==> src/rtl/uart_tx.sv <==
// Byte-serialising UART transmitter: start(1), 8 data bits LSB first, stop(0); idle line is 0.
// Define UART_TX_PARITY_EN to insert an even-parity bit between D7 and the stop bit.
module uart_tx (
    input  logic       ref_clk,
    input  logic       reset,
    input  logic       bit_clk,
    input  logic       send,
    input  logic [7:0] in,
    output logic       done,
    output logic       out
);

    typedef enum logic [2:0] {
        S_IDLE,
        S_START,
        S_DATA,
        S_PARITY,
        S_STOP
    } state_t;

    state_t     r_state;
    state_t     w_state_next;
    logic [2:0] r_bit;
    logic [2:0] w_bit_next;
    logic [7:0] r_shift;
    logic       w_load;
    logic       r_out;
    logic       r_done;
    logic       w_out_next;
    logic       w_done_next;

    always_ff @(posedge ref_clk or posedge reset) begin
        if (reset) begin
            r_state <= S_IDLE;
            r_bit   <= '0;
            r_shift <= '0;
            r_out   <= 1'b0;
            r_done  <= 1'b0;
        end else if (bit_clk) begin
            r_state <= w_state_next;
            r_bit   <= w_bit_next;
            r_out   <= w_out_next;
            r_done  <= w_done_next;
            if (w_load) begin
                r_shift <= in;
            end
        end
    end

    always_comb begin
        w_state_next = r_state;
        w_bit_next   = r_bit;
        w_load       = 1'b0;
        unique case (r_state)
            S_IDLE: begin
                if (send) begin
                    w_state_next = S_START;
                    w_load       = 1'b1;
                end
            end
            S_START: begin
                w_state_next = S_DATA;
                w_bit_next   = '0;
            end
            S_DATA: begin
                if (r_bit == 3'd7) begin
`ifdef UART_TX_PARITY_EN
                    w_state_next = S_PARITY;
`else
                    w_state_next = S_STOP;
`endif
                end else begin
                    w_bit_next = r_bit + 3'd1;
                end
            end
            S_PARITY: begin
                w_state_next = S_STOP;
            end
            S_STOP: begin
                if (send) begin
                    w_state_next = S_START;
                    w_load       = 1'b1;
                end else begin
                    w_state_next = S_IDLE;
                end
            end
            default: begin
                w_state_next = S_IDLE;
            end
        endcase
    end

    // Line and strobe are decoded from the state being entered so both are registered.
    always_comb begin
        w_out_next  = 1'b0;
        w_done_next = 1'b0;
        unique case (w_state_next)
            S_IDLE:   w_out_next = 1'b0;
            S_START:  w_out_next = 1'b1;
            S_DATA:   w_out_next = r_shift[w_bit_next];
            S_PARITY: w_out_next = ^r_shift;
            S_STOP: begin
                w_out_next  = 1'b0;
                w_done_next = 1'b1;
            end
            default:  w_out_next = 1'b0;
        endcase
    end

    assign out  = r_out;
    assign done = r_done;

endmodule

==> config.mk <==
export PLATFORM = sky130hd
export DESIGN_NAME = uart_tx
export DESIGN_NICKNAME = d
export VERILOG_FILES = /design/src/rtl/uart_tx.sv
export SDC_FILE = /design/constraint.sdc
export NUM_CORES = 1
export LEC_CHECK = 0
export ABC_AREA = 1
export CAP_MARGIN = 20
export CORE_MARGIN = 2
export CORE_UTILIZATION = 55
export DETAILED_ROUTE_END_ITERATION = 7
export GPL_TIMING_DRIVEN = 1
export PLACE_DENSITY = 0.94
export SETUP_SLACK_MARGIN = 0.5
export SLEW_MARGIN = 15
export SYNTH_ARGS = -nofsm -noshare
export SYNTH_HDL_FRONTEND = slang
export SYNTH_SLANG_ARGS = --single-unit
==> constraint.sdc <==
create_clock -name ref_clk -period 4.6 [get_ports ref_clk]
set_clock_uncertainty 0.15 [all_clocks]
set_input_delay 0.92 -clock ref_clk [delete_from_list [all_inputs] [get_ports ref_clk]]
set_output_delay 0.92 -clock ref_clk [all_outputs]
set_load 0.1 [all_outputs]
==> summary.md <==
| Metric | Value |
|---|---|
| Tcrit/Tclk final | 0.620 |
| Worst Hold Launch | done |
| Psw | 0.308 mW |
| Hold path endpoint | done |
| Worst skew pair latency | 0.29 ns |
| Initial antenna violation count | 0 |
| Pwr per Cell Area | 652 mW/mm^2 |
| Pre-antenna DRT Iters | 4 |
| Most frequent cells after synthesis | nand2_1, dfrtp_1, nand3_1 |
| HPWL Detailed | 1.28 mm |
| Post-synth top area share | 0.454 |
| Iter 0 DRT Violations | 11 |
| WL final | 1.63 mm |
| Total negative setup slack | 0 ns |
| Post-CTS Setup Bufs | 0 |
| YS warnings | 0 |
| Multi-input logic area | 432 um^2 |
| Initial Utilization | 0.586 |
| Worst path arrival time | 1.78 ns |
| I/O pin cnt | 14 |
| Vias in the first global route | 723 |
| Area grow syn2layout | 20.6% |
| FFs w/ async S/R, synth | 1.00 |
| Clock Pin Slew Worst Setup and Hold Paths | 0.10 ns |
| Total track usage | 0.203 |
| Slew at the pin with the worst max-slew slack | 0.973 ns |
| Hold Path Cell Cnt | 2 |
| Row Count | 14 |
| Clk buf depth | 2 |
| Largest net degree at the start of global routing | 17 |
| # setup viols final | 0 |
| Sequential group share of total power | 0.360 |
| RSZ-0062 raised after global routing | false |
| Via count | 726 |
| Crit path capture type | output pin |
| Worst hold path class | reg2reg |
| Finished Cell Area | 0.00106 mm^2 |
| Path depth of the worst reg2reg path | 11 |
| Fin nets | 129 |
| LEAKAGE | 0.521 nW |
| Hold_buf cts | 0 |
| Max Clk Rate | 350 MHz |
| Share of cells above drive strength 1 | 0.217 |
| CP bufs+invs | 1 |
| Slew headroom | 0.349 |
| Int Power | 0.385 mW |
| Synth Cell Area | 882 um^2 |
| Post-cts resize count | 0 |
| CP Cell Sequence | clkdlybuf4s50_1 |
| Die area | 0.00194 mm^2 |
| Slew Limit Fails | 0 |
| Reg2reg end | out |
| Avg Vias per Cell | 5.54 |
| CTS H-tree depth | 1 |
| # fillers | 109 |
| Yosys reg bits | 16 |
| Ys flop type | dfrtp_1 |
| Syn Inst Count | 99 |
| # port buffers | 13 |
| Antenna viol nets, final | 0 |
| Hold Fails Final Rpt | 0 |
| Logic pwr share | 0.506 |
| Switching share of power | 0.444 |
| Largest cells by area after synthesis | dfrtp_1, nand2_1, mux2_2 |
| Post-synth EDFFs | 0 |
| DIE HEIGHT | 44.0 um |
| CP max stage delay | 1.14 ns |
| Placed Area | 0.00103 mm^2 |
| WP data required | 3.53 ns |
| Synth unique cells | 18 |
| Critical path fanouts, max | 2 |
| Reg2Reg Setup Slack | 2.73 ns |
| Worst path slowest cell | clkdlybuf4s50_1 |
| Core area | 0.00151 mm^2 |
| Count leader, synth | nand2_1 |
| Syn_nets | 112 |
| Routability Congestion | 0.846 |
| First-pass GRT wire length | 2.91 mm |
| Seq/Total Area, Yosys | 0.454 |
| CTS tree | done |
| Die Width | 44.0 um |
| Clk sinks | 16 |
| Max_cap viols | 0 |
| Cts bufs inserted | 3 |
| Remaining DRCs | 0 |
| Status | finished, final reports clean |
| WS Path Type | reg2out |
| Syn Area/Cell | 8.91 um^2 |
| FF/Latch Area | 400 um^2 |
| Max IR drop VDD | 0.000434 V |
| Post-synth top area cell | dfrtp_1 |
| Crit path max-delay family | buffers and inverters |
| Reg-to-reg startpoint | r_bit[0] |
| WL per Instance | 12.5 um |
| GR Overflow Total | 0 |
| CP startpoint kind | flop |
| Diode count | 0 |
| Root Driver | clkbuf_4 |
| Clock power frac | 0.134 |
| Min Tclk post-route | 2.85 ns |
[per-stage QoR]
step | power [mW] | hold WS [ns] | std cells | util | worst slack (ns)
2_1_floorplan | 0.522 | 0.330 | 99 | - | 2.63
3_3_place_gp | 0.580 | 0.315 | 127 | 0.682 | 2.08
3_5_place_dp | 0.600 | 0.328 | 127 | 0.682 | 2.06
4_1_cts | 0.695 | 0.350 | 131 | 0.706 | 1.75
5_1_grt | 0.748 | 0.377 | 131 | 0.706 | 1.71
6_report | 0.693 | 0.354 | 131 | 0.706 | 1.75
[placed cells by master, fill, tap and decap left out]
master / count
nand3_4: 1
nand4_2: 1
o21ai_0: 7
ha_1: 1
nand2_1: 27
clkbuf_8: 1
o2111ai_1: 1
inv_2: 3
nor2_1: 1
inv_1: 9
nand3_2: 2
dfrtp_1: 16
nand3_1: 15
mux2_2: 8
nand2_2: 2
nand2_4: 2
clkbuf_4: 3
a21oi_2: 1
clkdlybuf4s50_1: 13
nor2_4: 1
[sequential cells by signal (all words and copies together) (netlist names)]
signal   cells
r_bit        3
r_state      3
done         1
out          1
r_shift      8
[cell families (layout without fill, tap and decap cells)]
kind of cell | Yosys count | after routing | share of synthesized area
AO/OA/AOI/OAI | 9 | 9 | 0.0596
adder cells (fa/ha/maj) | 1 | 1 | 0.0142
buffers and inverters | 13 | 29 | 0.0567
flip-flops | 16 | 16 | 0.454
multiplexers | 8 | 8 | 0.102
AND/OR/NAND/NOR | 52 | 52 | 0.313
[final cells by class]
cell class | count | area share
inverter | 12 | 0.0424
timing repair buffer | 13 | 0.122
clock buffer | 4 | 0.0341
tap | 16 | 0.0188
sequential | 16 | 0.376
multi-input combinational | 70 | 0.406
[power by group through the flow]
stage | logic, mW | clock network [mW] | registers, mW
CTS | 0.352 | 0.0945 | 0.249
finish | 0.351 | 0.0927 | 0.250
global route | 0.393 | 0.0989 | 0.256
detailed placement | 0.348 | 0 | 0.251
global placement | 0.332 | 0 | 0.248
floorplan | 0.239 | 0 | 0.283
[how the worst max path moves through the flow]
stage,from,endpoint,cells after the start
CTS,done,done,1
global placement,bit_clk,r_shift[2],3
detailed placement,bit_clk,r_shift[4],3
finish,done,done,1
floorplan,done,done,0
global route,done,done,1
[metal layers]
layer / part of all wire / up-vias / global-route usage
li1: - / 360 / -
met3: 0.033 / 7 / 0.0408
met1: 0.43 / 341 / 0.251
met4: 0.029 / 0 / 0.109
met5: 0 / - / 0
met2: 0.51 / 18 / 0.335
No activity file was read; power rests on OpenSTA's default activity.
